File: src/rtl/kbd_load_ctrl.sv
// kbd_load_ctrl: scans a 4x4 keypad and debounces one key at a time.
// Each accepted key is converted to the code {row_idx, col_idx} on kbd4..kbd1,
// and the output register receives a one-cycle LoadOut strobe.
// Optional build macro KBD_REPEAT_EN: a key held in RELEASE for REPEAT_CYCLES
// re-enters LOAD, which gives another strobe with the same code.
module kbd_load_ctrl #(
    parameter int SCAN_DIV      = 2,
    parameter int DEB_CYCLES    = 4,
    parameter int REPEAT_CYCLES = 16
) (
    input  logic       MainClock,
    input  logic       invMainReset,
    input  logic       en,
    input  logic [3:0] row,
    output logic [3:0] col,
    output logic       kbd1,
    output logic       kbd2,
    output logic       kbd3,
    output logic       kbd4,
    output logic       LoadOut
);

    localparam logic [1:0] ST_SCAN    = 2'd0;
    localparam logic [1:0] ST_DEBOUNCE = 2'd1;
    localparam logic [1:0] ST_LOAD    = 2'd2;
    localparam logic [1:0] ST_RELEASE = 2'd3;

    localparam int DIV_W = $clog2(SCAN_DIV + 1);
    localparam int CNT_W = $clog2(DEB_CYCLES + 1);
    localparam logic [DIV_W-1:0] DIV_LAST = DIV_W'(SCAN_DIV - 1);
    localparam logic [DIV_W-1:0] DIV_ONE  = DIV_W'(1);
    localparam logic [CNT_W-1:0] CNT_LAST = CNT_W'(DEB_CYCLES - 1);
    localparam logic [CNT_W-1:0] CNT_ONE  = CNT_W'(1);

    // Elaboration-time guard: all timing parameters must be at least one cycle
    if (SCAN_DIV < 1 || DEB_CYCLES < 1 || REPEAT_CYCLES < 1) begin : g_bad_param
        $error("kbd_load_ctrl: SCAN_DIV, DEB_CYCLES and REPEAT_CYCLES must be >= 1");
    end

    // Lowest set row wins when several rows return together
    function automatic logic [1:0] low_row(input logic [3:0] r);
        logic [1:0] idx;
        if (r[0]) begin
            idx = 2'd0;
        end else if (r[1]) begin
            idx = 2'd1;
        end else if (r[2]) begin
            idx = 2'd2;
        end else begin
            idx = 2'd3;
        end
        return idx;
    endfunction

    // One-hot column drive for a column index
    function automatic logic [3:0] col_onehot(input logic [1:0] idx);
        logic [3:0] oh;
        case (idx)
            2'd0:    oh = 4'b0001;
            2'd1:    oh = 4'b0010;
            2'd2:    oh = 4'b0100;
            2'd3:    oh = 4'b1000;
            default: oh = 4'b0001;
        endcase
        return oh;
    endfunction

    logic [1:0]       state_r, state_s;
    logic [3:0]       col_r, col_s;
    logic [1:0]       pos_r, pos_s;       // scan position, survives en=0 stalls
    logic [1:0]       next_pos_s;
    logic [DIV_W-1:0] div_r, div_s;
    logic [CNT_W-1:0] cnt_r, cnt_s;
    logic [1:0]       row_idx_r, row_idx_s;
    logic [3:0]       kbd_r, kbd_s;
    logic             load_r, load_s;
    logic             key_bit_s;
`ifdef KBD_REPEAT_EN
    localparam int REP_W = $clog2(REPEAT_CYCLES + 1);
    localparam logic [REP_W-1:0] REP_LAST = REP_W'(REPEAT_CYCLES - 1);
    localparam logic [REP_W-1:0] REP_ONE  = REP_W'(1);
    logic [REP_W-1:0] rep_r, rep_s;
`endif

    assign next_pos_s = pos_r + 2'd1;
    assign key_bit_s  = row[row_idx_r];

    // Next-state logic for the scan/debounce/load/release sequence
    always_comb begin
        state_s   = state_r;
        col_s     = col_r;
        pos_s     = pos_r;
        div_s     = div_r;
        cnt_s     = cnt_r;
        row_idx_s = row_idx_r;
        kbd_s     = kbd_r;
        load_s    = 1'b0;
`ifdef KBD_REPEAT_EN
        rep_s     = rep_r;
`endif
        case (state_r)
            ST_SCAN: begin
                if (!en) begin
                    // Stall: columns off, divider and position hold
                    col_s = 4'b0000;
                end else if ((col_r != 4'b0000) && (row != 4'b0000)) begin
                    // Column freezes at its current value while the key is qualified
                    row_idx_s = low_row(row);
                    cnt_s     = '0;
                    state_s   = ST_DEBOUNCE;
                end else if (div_r == DIV_LAST) begin
                    div_s = '0;
                    pos_s = next_pos_s;
                    col_s = col_onehot(next_pos_s);
                end else begin
                    // Also restores the held column after an en=0 stall
                    div_s = div_r + DIV_ONE;
                    col_s = col_onehot(pos_r);
                end
            end
            ST_DEBOUNCE: begin
                if (!key_bit_s) begin
                    // Bounce: abandon the key and continue from the next column
                    cnt_s   = '0;
                    div_s   = '0;
                    pos_s   = next_pos_s;
                    col_s   = col_onehot(next_pos_s);
                    state_s = ST_SCAN;
                end else if (cnt_r == CNT_LAST) begin
                    // Code lands together with the strobe so it is stable at the load edge
                    kbd_s   = {row_idx_r, pos_r};
                    load_s  = 1'b1;
                    cnt_s   = '0;
                    state_s = ST_LOAD;
                end else begin
                    cnt_s = cnt_r + CNT_ONE;
                end
            end
            ST_LOAD: begin
                cnt_s   = '0;
                state_s = ST_RELEASE;
`ifdef KBD_REPEAT_EN
                rep_s   = '0;
`endif
            end
            ST_RELEASE: begin
                if (key_bit_s) begin
                    cnt_s = '0;
`ifdef KBD_REPEAT_EN
                    if (rep_r == REP_LAST) begin
                        rep_s   = '0;
                        load_s  = 1'b1;
                        state_s = ST_LOAD;
                    end else begin
                        rep_s = rep_r + REP_ONE;
                    end
`endif
                end else begin
`ifdef KBD_REPEAT_EN
                    rep_s = '0;
`endif
                    if (cnt_r == CNT_LAST) begin
                        cnt_s   = '0;
                        div_s   = '0;
                        pos_s   = next_pos_s;
                        col_s   = col_onehot(next_pos_s);
                        state_s = ST_SCAN;
                    end else begin
                        cnt_s = cnt_r + CNT_ONE;
                    end
                end
            end
            default: begin
                state_s = ST_SCAN;
                col_s   = 4'b0001;
                pos_s   = 2'd0;
                div_s   = '0;
                cnt_s   = '0;
            end
        endcase
    end

    // State and output registers with synchronous active-low reset
    always_ff @(posedge MainClock) begin
        if (!invMainReset) begin
            state_r   <= ST_SCAN;
            col_r     <= 4'b0001;
            pos_r     <= 2'd0;
            div_r     <= '0;
            cnt_r     <= '0;
            row_idx_r <= 2'd0;
            kbd_r     <= 4'b0000;
            load_r    <= 1'b0;
`ifdef KBD_REPEAT_EN
            rep_r     <= '0;
`endif
        end else begin
            state_r   <= state_s;
            col_r     <= col_s;
            pos_r     <= pos_s;
            div_r     <= div_s;
            cnt_r     <= cnt_s;
            row_idx_r <= row_idx_s;
            kbd_r     <= kbd_s;
            load_r    <= load_s;
`ifdef KBD_REPEAT_EN
            rep_r     <= rep_s;
`endif
        end
    end

    assign col                      = col_r;
    assign {kbd4, kbd3, kbd2, kbd1} = kbd_r;
    assign LoadOut                  = load_r;

endmodule

File: config.mk
export PLATFORM = sky130hd
export DESIGN_NAME = kbd_load_ctrl
export DESIGN_NICKNAME = d
export VERILOG_FILES = /design/src/rtl/kbd_load_ctrl.sv
export SDC_FILE = /design/constraint.sdc
export NUM_CORES = 1
export LEC_CHECK = 0
export ABC_CLOCK_PERIOD_IN_PS = 2900
export CORE_AREA = 2 2 63 65
export CTS_CLUSTER_DIAMETER = 200
export DETAILED_ROUTE_END_ITERATION = 6
export DIE_AREA = 0 0 65 67
export HOLD_SLACK_MARGIN = 0.03
export PLACE_DENSITY = 0.46
export SLEW_MARGIN = 40
export SYNTH_ARGS = -nofsm -noshare
export SYNTH_HDL_FRONTEND = slang
export SYNTH_SLANG_ARGS = --single-unit
File: constraint.sdc
create_clock -name MainClock -period 2.9 [get_ports MainClock]
set_input_delay 0.58 -clock MainClock [delete_from_list [all_inputs] [get_ports MainClock]]
set_output_delay 0.58 -clock MainClock [all_outputs]
set_load 0.01 [all_outputs]
==> results.md, run 1 <==
Run status:
- The flow ran to the end, and the final reports show no timing, DRC or antenna violations.

Pwr:
- The part of the total power dissipated in sequential elements is 41.6%.
- Per report_power, the combinational group accounts for 21.8% of the total.
- Cell internal power was estimated by the tool at 0.000556 W.
- The power per cell area is roughly 560 nW/um^2.
- The switching part of the total is about a quarter.
- The share of total power in the clock network is 36.6%.
- The switching power summed over all nets is 0.000196 W.
- The static power due to leakage is 0.511 nW.
- The worst-case IR drop observed on VDD is 0.226 mV.
- The total power consumption of the routed design is 0.000752 W.

Worst setup path:
- The endpoint identified for the worst register-to-register timing path is col[3].
- The critical path goes through clkdlybuf4s50_1 > mux4_2 > a22o_1 > or2_0 > o41ai_2.
- Along the worst path, the maximum fanout reaches 7.
- The capturing element type of the critical path is a flop.
- At the worst endpoint, the arrival time is around 2.5 ns.
- The launch instance of the worst register-to-register path is row_idx_r[0].
- The startpoint kind of the worst setup timing path is an input pin.
- The largest incremental delay on the critical path is 0.57 ns.
- STA puts the critical path data required time at 3.07 ns.
- The worst-case register-to-register setup slack is 0.88 ns.
- The critical path is of the in -> reg type.
- The number of cells on the worst reg-to-reg path is 4.
- The critical-path cell with the highest stage delay is sky130_fd_sc_hd__mux4_2.

STA:
- Of the available clock period, the critical path in the final layout requires 81.6%.
- The headroom to the max-slew limit is 69.0%.
- Based on the critical path, the design can be clocked at up to 423 MHz.
- Setup violations remaining at the end of the flow were counted as 0.
- The minimum period implied by the final worst setup slack is around 2.4 ns.
- Setup repair after global routing left no endpoint under its margin.
- The count of final hold-check violations is 0.
- For the pin with the worst max-slew slack, the measured transition is 0.465 ns.
- On the final layout, the worst clock skew is 0.00520 ns.
- The number of max-slew violations in the final report was 0.
- The setup TNS is 0 ns.

Place:
- The final weighted congestion of routability-driven global placement is 0.774.
- In this run the tool buffered the top-level ports with 15 buffer cells.
- After legalization and detailed placement, the total HPWL measured around 1700 microns.

Clock network:
- The number of buffers created by CTS is 3.
- The number of buffers on the longest clock path is 2.
- The number of setup buffers added after CTS is 0.
- The number of gates given a new drive strength after cts is 0.
- The number of levels in the clock H-tree is 1.
- The CTS tree is yes.
- The insertion delay to the later sink of the worst-skew pair is between 0.2 and 0.3 ns.
- Clock tree synthesis found a total of 20 sinks.
- Clock-pin slew was measured on the worst setup and hold paths at 0.08 ns.
- The buffer cell driving the clock tree root is sky130_fd_sc_hd__clkbuf_8.
- After clock tree synthesis, the flow added hold-fix buffers numbering 0.

Finish:
- The total number of nets in the final design is 147.
- Cells with a size suffix above 1 make up roughly 9.7% of the layout.
- The count of antenna diodes in the layout is 0.
- The filler cells instantiated in the layout total 357.
- The area growth from synthesis to final layout is 27.9%.

Routing:
- After detailed routing, the number of vias per cell comes to 4.93.
- The first-pass detailed-route iteration total is 4.
- Dividing the detail-routed wire length by the instance count gives 12.1 microns.
- The total number of vias is roughly 900.
- In this run, the number of DRC markers left after iteration 0 of detailed routing was 22.
- In the routed design, unresolved DRC markers number 0.
- The remaining number of nets flagged by the antenna check after routing is 0.
- The final routed wirelength across all metal layers is 2200 microns.

GRT:
- The total overflow left after global routing is 0.
- The via count of the first global-routing pass is 836.
- The initial antenna violation count is 0.
- Global routing used ~11% of the available tracks.
- The first global-routing pass estimated 3750 microns of wire.
- The maximum number of pins on one net before global-route repair is 20.

Floorplanning:
- The number of cell rows is 22.
- The floorplan step defined a die boundary enclosing between 4000 and 5000 sq um.
- The floorplan step set the die height to 67 microns.
- The starting density of the core is 29.0%.
- After floorplanning, the core was sized to cover 3610 sq um.
- The chip width is 65 microns.
- The number of top-level pins is 16.

Run:
- The tool flagged a number of max-cap violations equal to 0.

Hold path:
- The worst hold path belongs to the class reg -> reg.
- The worst min-delay path endpoint is div_r[1].
- The number of instances on the worst hold path is 2.
- The start point of the worst hold path is div_r[1].

Logic synthesis:
- The count of mapped cells out of synthesis is 116.
- Counting every net in the synthesized netlist gives around 130.
- The post-synthesis area per instance is 9.01 sq um.
- Summing every instance area after synthesis gives 1040 sq um.
- The number of storage elements in the synthesis netlist is 20.
- For this run, the number of Yosys warnings is 0.
- The post-synthesis cell type count is 32.
- The sequential share of the synthesized area is 38.3%.
[how the worst max path moves through the flow]
| stage | to | slack (ns) | start |
|---|---|---|---|
| finish | col[3] | 0.53 | row[0] |
| global route | col[0] | 0.40 | row[0] |
| CTS | col[0] | 0.53 | row[0] |
| detailed placement | col[0] | 0.26 | row[0] |
| global placement | col[3] | 0.31 | row[0] |
| floorplan | col[3] | 0.83 | row[3] |
[power groups by stage]
stage	Combinational, W	Clock [W]	Sequential, W
floorplan	0.000115	0	0.000313
finish	0.000164	0.000275	0.000313
detailed placement	0.000165	0	0.000319
global placement	0.000161	0	0.000319
CTS	0.000166	0.000284	0.000313
global route	0.000184	0.000298	0.000316
[cells in the final DEF, fill, tap and decap left out, types with 3 or more instances in the layout]
master,instances
sky130_fd_sc_hd__clkdlybuf4s50_1,15
sky130_fd_sc_hd__nand2_1,12
sky130_fd_sc_hd__nor2_1,11
sky130_fd_sc_hd__nand3_1,5
sky130_fd_sc_hd__o21a_1,3
sky130_fd_sc_hd__inv_1,7
sky130_fd_sc_hd__nor3b_1,3
sky130_fd_sc_hd__clkbuf_8,3
sky130_fd_sc_hd__ha_1,5
sky130_fd_sc_hd__mux2i_1,9
sky130_fd_sc_hd__buf_4,4
sky130_fd_sc_hd__a21oi_1,3
sky130_fd_sc_hd__o21ai_0,5
sky130_fd_sc_hd__dfxtp_1,20
[critical path, delay by kind of cell]
kind,cells,cell delay (ns)
AO/OA/AOI/OAI,2,0.61
multiplexers,1,0.57
AND/OR/NAND/NOR,1,0.33
buffers and inverters,1,0.45
[cell type report]
class / count / area [sq um] / area share (%)
sequential: 20 / 400 / 30.0
tap: 48 / 60.1 / 4.49
inverter: 7 / 26.3 / 1.97
clock buffer: 3 / 41.3 / 3.09
multi-input combinational: 84 / 598 / 44.8
clock inverter: 1 / 30.0 / 2.25
timing repair buffer: 19 / 180 / 13.5
[sequential cells by signal, summed over array words and instances, names as in the netlist, named ones only]
name	cells
LoadOut	1
cnt_r	3
state_r	1
pos_r	2
col	4
div_r	2
row_idx_r	2
kbd_r	4
[layer usage]
layer | track usage [%] | wire, microns
met1 | 13.0 | 1050
met2 | 19.6 | 1060
met3 | 1.52 | 64
met4 | 5.59 | 27
met5 | 0 | 0
[Yosys cell counts, drive strengths merged]
library cell,count,area [sq um]
mux4,1,22.5
o31ai,2,15.0
nand2,12,45.0
o311ai,1,16.3
o21ai,5,25.0
buf,1,5.00
mux2,1,11.3
nor3,2,10.0
o22ai,2,12.5
o41ai,1,16.3
o21a,3,22.5
o211ai,2,15.0
nor2,11,41.3
nand3b,2,15.0
nor4,2,12.5
nor2b,1,6.26
xnor2,1,8.76
o221ai,2,17.5
or2,1,6.26
a21oi,3,15.0
nor3b,3,22.5
nand3,5,25.0
ha,5,62.6
a22o,2,17.5
nand2b,1,6.26
clkbuf,4,15.0
mux2i,9,90.1
a211oi,2,15.0
nor4b,1,15.0
inv,7,26.3
dfxtp,20,400
o211a,1,10.0
[kinds of logic after synthesis]
logic type,count (synthesis),share of synthesized area [%]
adders and majority gates,5,5.99
AOI/OAI and AO/OA,26,18.9
DFF,20,38.3
buffers and inverters,12,4.43
muxes,11,11.9
and+or+nand+nor,41,19.6
xor gates and xnor gates,1,0.838
[through the flow]
stage                     hold slack (ns)  instance area [sq um]  instances  worst slack [ns]  utilization [%]
after floorplan                     0.423                   1040        116             0.832                -
after global placement              0.436                   1260        178             0.312             35.1
after detailed placement            0.443                   1260        178             0.258             35.1
after CTS                           0.453                   1340        182             0.531             37.1
after global routing                0.472                   1340        182             0.403             37.1
final                               0.449                   1340        182             0.534             37.1
No activity file was read; power rests on OpenSTA's default activity.
==> inputs of run 2 (changes only) <==
Settings changed: ABC_CLOCK_PERIOD_IN_PS 2900 to 2100, PLACE_DENSITY 0.46 to 0.47.
Clock period 2.9 ns to 2.1 ns, I/O delays scaled along.
==> run 2 against run 1 <==
Sequential power up 35%. Clock power down 9.8%. Count of clock-buffer cells in the layout unchanged. Via count increased by 1.8%. Sequential share of layout area decreased by 0.98 points. Final cell count is 4.9% higher. Wire length rose by 5.9%. Clock skew fell by 0.00057 ns. Critical path depth is the same. Combinational power is 59% higher. Critical path type unchanged. Critical endpoint unchanged. Largest power group unchanged. Highest routed layer unchanged.
==> results.md, run 2 (synthesis gave the netlist of run 1 again) <==
GRT:
- The global-route congestion overflow total is 0 (unchanged).
- The initial antenna violation count was 0 (unchanged).
- The global-route wire length before repair is 4330 microns (was 3750 microns).
- The routing usage on met1 came to 15.4% (was 13.0%).
- The combined global-route utilization of all metal layers is 13.3% (was 11.1%).
- The maximum number of pins on one net before global-route repair is 20 (unchanged).
- The routing usage on met2 is 22.9% (was 19.6%).
- The via count of the first global-routing pass is 978 (was 836).
- The routing usage on met3 is 2.03% (was 1.52%).
- The peak-usage layer in the global routing report is met2 (unchanged).

Run status:
- Status: finished, final reports clean (unchanged).

Floorplanning:
- The vertical die dimension is 67 microns (unchanged).
- The area of the die was 4360 sq um (unchanged).
- The starting density of the core is 29.0% (unchanged).
- The number of cell rows is 22 (unchanged).
- The chip width is 65 microns (unchanged).
- The number of top-level pins is 16 (unchanged).
- The placeable core region came to 3610 sq um (unchanged).

STA:
- The slew at the pin with the worst max-slew slack is 0.437 ns (was 0.465 ns).
- Unrepaired setup endpoints after global routing: false (unchanged).
- The minimum period implied by the final worst setup slack is just over 2 ns.
- The number of max-slew violations in the final report is 0 (unchanged).
- The final setup skew is 0.00463 ns (was 0.00520 ns).
- The count of final hold-check violations is 0 (unchanged).
- The setup TNS is 0 ns (unchanged).
- The share of the clock period used by the worst path after layout is 96.2%.
- The setup-violating endpoint count in the final report is 0 (unchanged).
- The highest achievable clock rate is 495 MHz.
- The tightest hold margin is 0.456 ns (was 0.449 ns).
- The headroom to the max-slew limit came to 70.8% (was 69.0%).

Pwr:
- The maximum VDD drop came to 0.355 mV (was 0.226 mV).
- The power per cell area is 675 nW/um^2 (was 563 nW/um^2).
- The static power due to leakage is 0.548 nW (was 0.511 nW).
- The total power consumption of the routed design is 0.000932 W (was 0.000752 W).

Finish:
- Most frequent cells in the layout: sky130_fd_sc_hd__dfxtp_1 (20), sky130_fd_sc_hd__clkdlybuf4s50_1 (15), sky130_fd_sc_hd__buf_4 (14), sky130_fd_sc_hd__nand2_1 (12), sky130_fd_sc_hd__nor2_1 (11) (was sky130_fd_sc_hd__dfxtp_1 (20), sky130_fd_sc_hd__clkdlybuf4s50_1 (15), sky130_fd_sc_hd__nand2_1 (12), sky130_fd_sc_hd__nor2_1 (11), sky130_fd_sc_hd__mux2i_1 (9)).
- The count of antenna diodes in the layout is 0 (unchanged).
- The total number of nets in the final design came to 157 (was 147).
- The post-layout instance count excluding filler cells is 191 (was 182).
- The area growth from synthesis to final layout is 32.2% (was 27.9%).
- The fraction of final layout cells with drive strength greater than 1 is 15.4% (was 9.70%).
- The most frequent standard cell in the layout excluding fill and tap cells is sky130_fd_sc_hd__dfxtp_1 (unchanged).

Worst setup path:
- The launch instance of the worst register-to-register path is row_idx_r[0] (unchanged).
- The critical path depth is 5 (unchanged).
- The critical path endpoint is col[3] (unchanged).
- The critical-path cell with the highest stage delay is sky130_fd_sc_hd__mux4_2 (unchanged).
- The endpoint arrival time on the critical path is 2.18 ns (was 2.53 ns).
- The worst-case register-to-register setup slack is 0.26 ns (was 0.88 ns).
- The largest delay contributor family on the critical path is compound AO/OA/AOI/OAI gates (unchanged).
- The launching instance or port of the critical path is row[0] (unchanged).
- The largest incremental delay on the critical path is 0.49 ns (was 0.57 ns).
- The required time of the critical path is 2.26 ns (was 3.07 ns).
- The classification of the worst setup path was in -> reg (unchanged).
- The capture point of the worst reg-to-reg path is col[3] (unchanged).
- The combined buffer and inverter count along the critical path is 1 (unchanged).
- Crit path cell chain: clkdlybuf4s50_1 > mux4_2 > a22o_1 > or2_1 > o41ai_2 (was clkdlybuf4s50_1 > mux4_2 > a22o_1 > or2_0 > o41ai_2).
- The cell count of the worst reg-to-reg path was 4 (unchanged).
- The largest fanout of any net on the critical path is 4 (was 7).
- The startpoint kind of the worst setup timing path is an input pin (unchanged).
- The capturing element type of the critical path is a flop (unchanged).

Routing:
- The total number of vias was 914 (was 898).
- The routed wire length per instance is 12.2 microns (was 12.1 microns).
- The number of violations reported at the end of detailed-routing iteration 0 is 21 (was 22).
- The first-pass detailed-route iteration total is 4 (unchanged).
- The post-detailed-route via-to-cell ratio is 4.79 (was 4.93).
- The final routed wirelength across all metal layers came to 2330 microns (was 2200 microns).
- The DRC violation count after routing is 0 (unchanged).
- The remaining number of nets flagged by the antenna check after routing is 0 (unchanged).

Place:
- The number of port buffers is 15 (unchanged).
- The final weighted congestion of routability-driven global placement came to 0.772 (was 0.774).
- The instance count after placement with tap cells included is 188 (was 178).
- The detailed placer's ending HPWL was 1870 microns (was 1700 microns).

Clock network:
- The number of buffers created by CTS is 3 (unchanged).
- The number of buffers on the longest clock path is 2 (unchanged).
- The clock edge transition at the registers on the reported setup and hold paths is 0.07 ns (was 0.08 ns).
- The number of levels in the clock H-tree was 1 (unchanged).
- The total clock sinks came to 20 (unchanged).
- The insertion delay to the later sink of the worst-skew pair is 0.26 ns (about the same).
- The buffer cell driving the clock tree root is sky130_fd_sc_hd__clkbuf_8 (unchanged).
- The CTS tree is yes (unchanged).

Hold path:
- The path type of the worst min-delay path is reg -> reg (unchanged).
- The start point of the worst hold path is cnt_r[2] (was div_r[1]).

Run:
- The count of max-cap constraint violations is 0 (unchanged).
[run 2: layer usage]
| layer | share of wire [%] | up-vias |
|---|---|---|
| li1 | - | 474 |
| met1 | 49 | 418 |
| met2 | 47 | 17 |
| met3 | 1.8 | 5 |
| met4 | 2.7 | 0 |
| met5 | 0 | - |
[run 2: area by class of cell]
class                   count  area, sq um
flip-flops and latches     20          400
well taps                  48         60.1
clock buffers               3         41.3
multi-input cells          84          598
inverters                   7         26.3
fillers                   372         2220
repair buffers             29          255
[run 2: per-stage QoR]
stage | setup slack (ns) | util, % | cell area, sq um
finish | 0.0807 | 38.3 | 1380
global route | 0.0270 | 38.3 | 1380
CTS | 0.0249 | 38.3 | 1380
detailed placement | -0.235 | 37.2 | 1340
global placement | -0.178 | 37.2 | 1340
floorplan | 0.192 | - | 1040
[run 2: worst register-to-register path, stage by stage (launching register included)]
cell and delay [ns]:
sky130_fd_sc_hd__dfxtp_1 0.38, sky130_fd_sc_hd__mux4_2 0.53, sky130_fd_sc_hd__a22o_1 0.26, sky130_fd_sc_hd__or2_1 0.30
sky130_fd_sc_hd__o41ai_2 0.28
[run 2: worst min-delay path by stage]
stage	to	slack, ns	cells after the start
final	cnt_r[2]	0.46	1
after global routing	div_r[1]	0.48	2
after CTS	cnt_r[2]	0.46	1
after detailed placement	cnt_r[2]	0.45	1
after global placement	cnt_r[2]	0.44	1
after floorplan	div_r[1]	0.42	2
[run 2: power by group]
| part | leakage (nW) | total, W | internal [W] | switching [W] |
|---|---|---|---|---|
| Clock | 0.0216 | 0.000248 | 0.000128 | 0.000120 |
| Combinational | 0.364 | 0.000261 | 0.000134 | 0.000127 |
| Sequential | 0.162 | 0.000424 | 0.000403 | 0.0000206 |
[run 2: timing repair]
action / CTS / global route
hold buffers: 0 / 0
buffers inserted: 0 / 0
endpoints found under the setup margin: 0 / 2
gates resized for setup: 0 / 1
==> inputs of run 3 (changes only) <==
Settings changed: ABC_CLOCK_PERIOD_IN_PS 2100 to 1700, CORE_AREA 2 2 63 65 to 2 2 87 47, DIE_AREA 0 0 65 67 to 0 0 89 49, PLACE_DENSITY 0.47 to 0.48.
Clock period 2.1 ns to 1.7 ns, I/O delays scaled along.
==> run 3 against run 2 <==
Largest power group unchanged. Design area is 7.1% higher. Wire length is 11% higher. The run now ends with negative setup slack left. Largest cell class unchanged. Worst setup slack worse by 0.099 ns. Critical endpoint is now col[0].
==> results.md, run 3 (synthesis gave the netlist of run 1 again) <==
Finish:
- The count of antenna diodes in the layout was 0 (unchanged).
- The total number of nets in the final design is 163 (was 157).
- The area growth from synthesis to final layout is 41.6% (was 32.2%).
- The area of all placed cells without fillers came to 1480 sq um (was 1380 sq um).
- The fraction of final layout cells with drive strength greater than 1 is 23.5% (was 15.4%).
- Most frequent cells in the layout: sky130_fd_sc_hd__dfxtp_1 (19), sky130_fd_sc_hd__buf_4 (19), sky130_fd_sc_hd__nand2_1 (12), sky130_fd_sc_hd__nor2_1 (11), sky130_fd_sc_hd__clkdlybuf4s50_1 (11) (was sky130_fd_sc_hd__dfxtp_1 (20), sky130_fd_sc_hd__clkdlybuf4s50_1 (15), sky130_fd_sc_hd__buf_4 (14), sky130_fd_sc_hd__nand2_1 (12), sky130_fd_sc_hd__nor2_1 (11)).

Clock network:
- The number of buffers created by CTS is 3 (unchanged).
- The number of levels in the clock H-tree is 1 (unchanged).
- The clock edge transition at the registers on the reported setup and hold paths is 0.07 ns (about the same).
- The insertion delay to the later sink of the worst-skew pair came to 0.26 ns (about the same).
- The number of buffers on the longest clock path is 2 (unchanged).
- The hold-fix buffer count after cts is 0 (unchanged).
- The total clock sinks was 20 (unchanged).
- The CTS tree is yes (unchanged).
- The buffer cell driving the clock tree root is sky130_fd_sc_hd__clkbuf_8 (unchanged).

Floorplanning:
- The number of cell rows is 16 (was 22).
- The number of top-level pins is 16 (unchanged).
- The placeable core region is 3680 sq um (was 3610 sq um).
- The area of the die was 4360 sq um (about the same).
- The starting density of the core came to 28.4% (was 29.0%).
- The vertical die dimension is 49 microns (was 67 microns).
- The chip width is 89 microns (was 65 microns).

STA:
- Derived from the worst setup path, the maximum achievable clock frequency is 582 MHz.
- The smallest clock period supported by the final layout is computed as 1.72 ns.
- The setup TNS is -0.0234 ns (was 0 ns).
- The tightest hold margin is 0.446 ns (was 0.456 ns).
- The share of the clock period used by the worst path after layout is 101%.
- The count of final hold-check violations was 0 (unchanged).
- Unrepaired setup endpoints after global routing: true (was false).
- The setup-violating endpoint count in the final report is 2 (was 0).
- The slew at the pin with the worst max-slew slack is 0.316 ns (was 0.437 ns).
- The worst path setup slack after routing was -0.0185 ns (was 0.0807 ns).
- The final setup skew is 0.00211 ns (was 0.00463 ns).
- The number of max-slew violations in the final report is 0 (unchanged).
- The headroom to the max-slew limit is 78.7% (was 70.8%).

GRT:
- The combined global-route utilization of all metal layers is 13.0% (was 13.3%).
- The maximum number of pins on one net before global-route repair was 18 (was 20).
- The global-route congestion overflow total is 0 (unchanged).
- The initial antenna violation count came to 0 (unchanged).
- The global-route wire length before repair came to 4370 microns (was 4330 microns).
- The via count of the first global-routing pass was 944 (was 978).

Place:
- The number of port buffers is 15 (unchanged).
- The standard cell area after detailed placement was 1380 sq um (was 1340 sq um).
- The detailed placer's ending HPWL is 1970 microns (was 1870 microns).
- The final weighted congestion of routability-driven global placement came to 0.755 (was 0.772).
- The setup slack at placement is -0.545 ns (was -0.235 ns).

Worst setup path:
- The largest fanout of any net on the critical path is 4 (unchanged).
- The classification of the worst setup path is reg -> reg (was in -> reg).
- The capturing element type of the critical path is a flop (unchanged).
- The startpoint kind of the worst setup timing path is a flop (was input pin).
- The critical-path cell with the highest stage delay is sky130_fd_sc_hd__mux4_2 (unchanged).
- The combined buffer and inverter count along the critical path is 0 (was 1).
- The required time of the critical path is 1.87 ns (was 2.26 ns).
- The endpoint arrival time on the critical path is 1.89 ns (was 2.18 ns).
- The largest delay contributor family on the critical path is multiplexers (was compound AO/OA/AOI/OAI gates).
- Crit path cell chain: mux4_2 > a22o_4 > or2_4 > o311ai_2 (was clkdlybuf4s50_1 > mux4_2 > a22o_1 > or2_1 > o41ai_2).
- The largest incremental delay on the critical path is 0.53 ns (was 0.49 ns).
- The worst-case register-to-register setup slack was -0.02 ns (was 0.26 ns).

Routing:
- The post-detailed-route via-to-cell ratio is 4.73 (was 4.79).
- The final routed wirelength across all metal layers is 2580 microns (was 2330 microns).
- The first-pass detailed-route iteration total is 4 (unchanged).
- The remaining number of nets flagged by the antenna check after routing came to 0 (unchanged).
- The number of violations reported at the end of detailed-routing iteration 0 is 57 (was 21).
- The DRC violation count after routing is 0 (unchanged).
- The routed wire length per instance was 12.7 microns (was 12.2 microns).
- The total number of vias is 961 (was 914).

Pwr:
- The power per cell area is 806 nW/um^2 (was 675 nW/um^2).
- The total power consumption of the routed design came to 0.00119 W (was 0.000932 W).
- The maximum VDD drop is 0.244 mV (was 0.355 mV).
- The static power due to leakage is 0.601 nW (was 0.548 nW).

Hold path:
- The path type of the worst min-delay path is reg -> reg (unchanged).

Run status:
- The checks that failed: negative setup slack.
- Status: finished with violations (was finished, final reports clean).

Run:
- The count of max-cap constraint violations is 0 (unchanged).
## run 3: cell count changes in the layout (fill, tap and decap cells not counted), sizes merged
cell	previous run	this run
buf	14	20
clkdlybuf4s50	15	11
dlygate4sd2	0	4
## run 3: report_power, final
part | internal (W) | total [W] | switching [W]
Combinational | 0.000183 | 0.000352 | 0.000169
Clock | 0.000158 | 0.000309 | 0.000151
Sequential | 0.000498 | 0.000531 | 0.0000328
Total | 0.000839 | 0.00119 | 0.000353
## run 3: worst paths after layout
check / start / end / depth (start not counted)
setup reg to reg: row_idx_r[0] / col[0] / 4
hold reg to reg: div_r[1] / div_r[1] / 2
setup / recovery: row_idx_r[0] / col[0] / 4
hold / removal: div_r[1] / div_r[1] / 2
## run 3: repair_timing
action | in CTS | in global routing
resized for setup | 11 | 2
gates cloned | 0 | 0
setup endpoints to repair | 16 | 11
pin swaps | 3 | 3
buffers inserted | 1 | 2
## run 3: final cells by class
cell class                      count  area [sq um]
Clock buffer                        3          41.3
Fill cell                         374          2200
Inverter                            7          26.3
Multi-Input combinational cell     84           643
Sequential cell                    20           402
Tap cell                           54          67.6
Timing Repair Buffer               35           299
## run 3: per-stage QoR
step | cells | util (%)
after floorplan | 116 | -
after global placement | 197 | 37.4
after detailed placement | 197 | 37.4
after CTS | 201 | 39.2
after global routing | 203 | 40.1
final | 203 | 40.1
## run 3: worst reg2reg max path, cell delays in order (launching register included)
cell	delay, ns
sky130_fd_sc_hd__dfxtp_2	0.34
sky130_fd_sc_hd__mux4_2	0.53
sky130_fd_sc_hd__a22o_4	0.29
sky130_fd_sc_hd__or2_4	0.27
sky130_fd_sc_hd__o311ai_2	0.20
## run 3: metal layers
| metal | GRT usage [%] | wire, microns | up-vias |
|---|---|---|---|
| met5 | 0 | 0 | - |
| met3 | 3.89 | 98 | 0 |
| met2 | 17.8 | 1020 | 18 |
| li1 | - | - | 488 |
| met4 | 3.73 | 0 | 0 |
| met1 | 19.5 | 1470 | 455 |
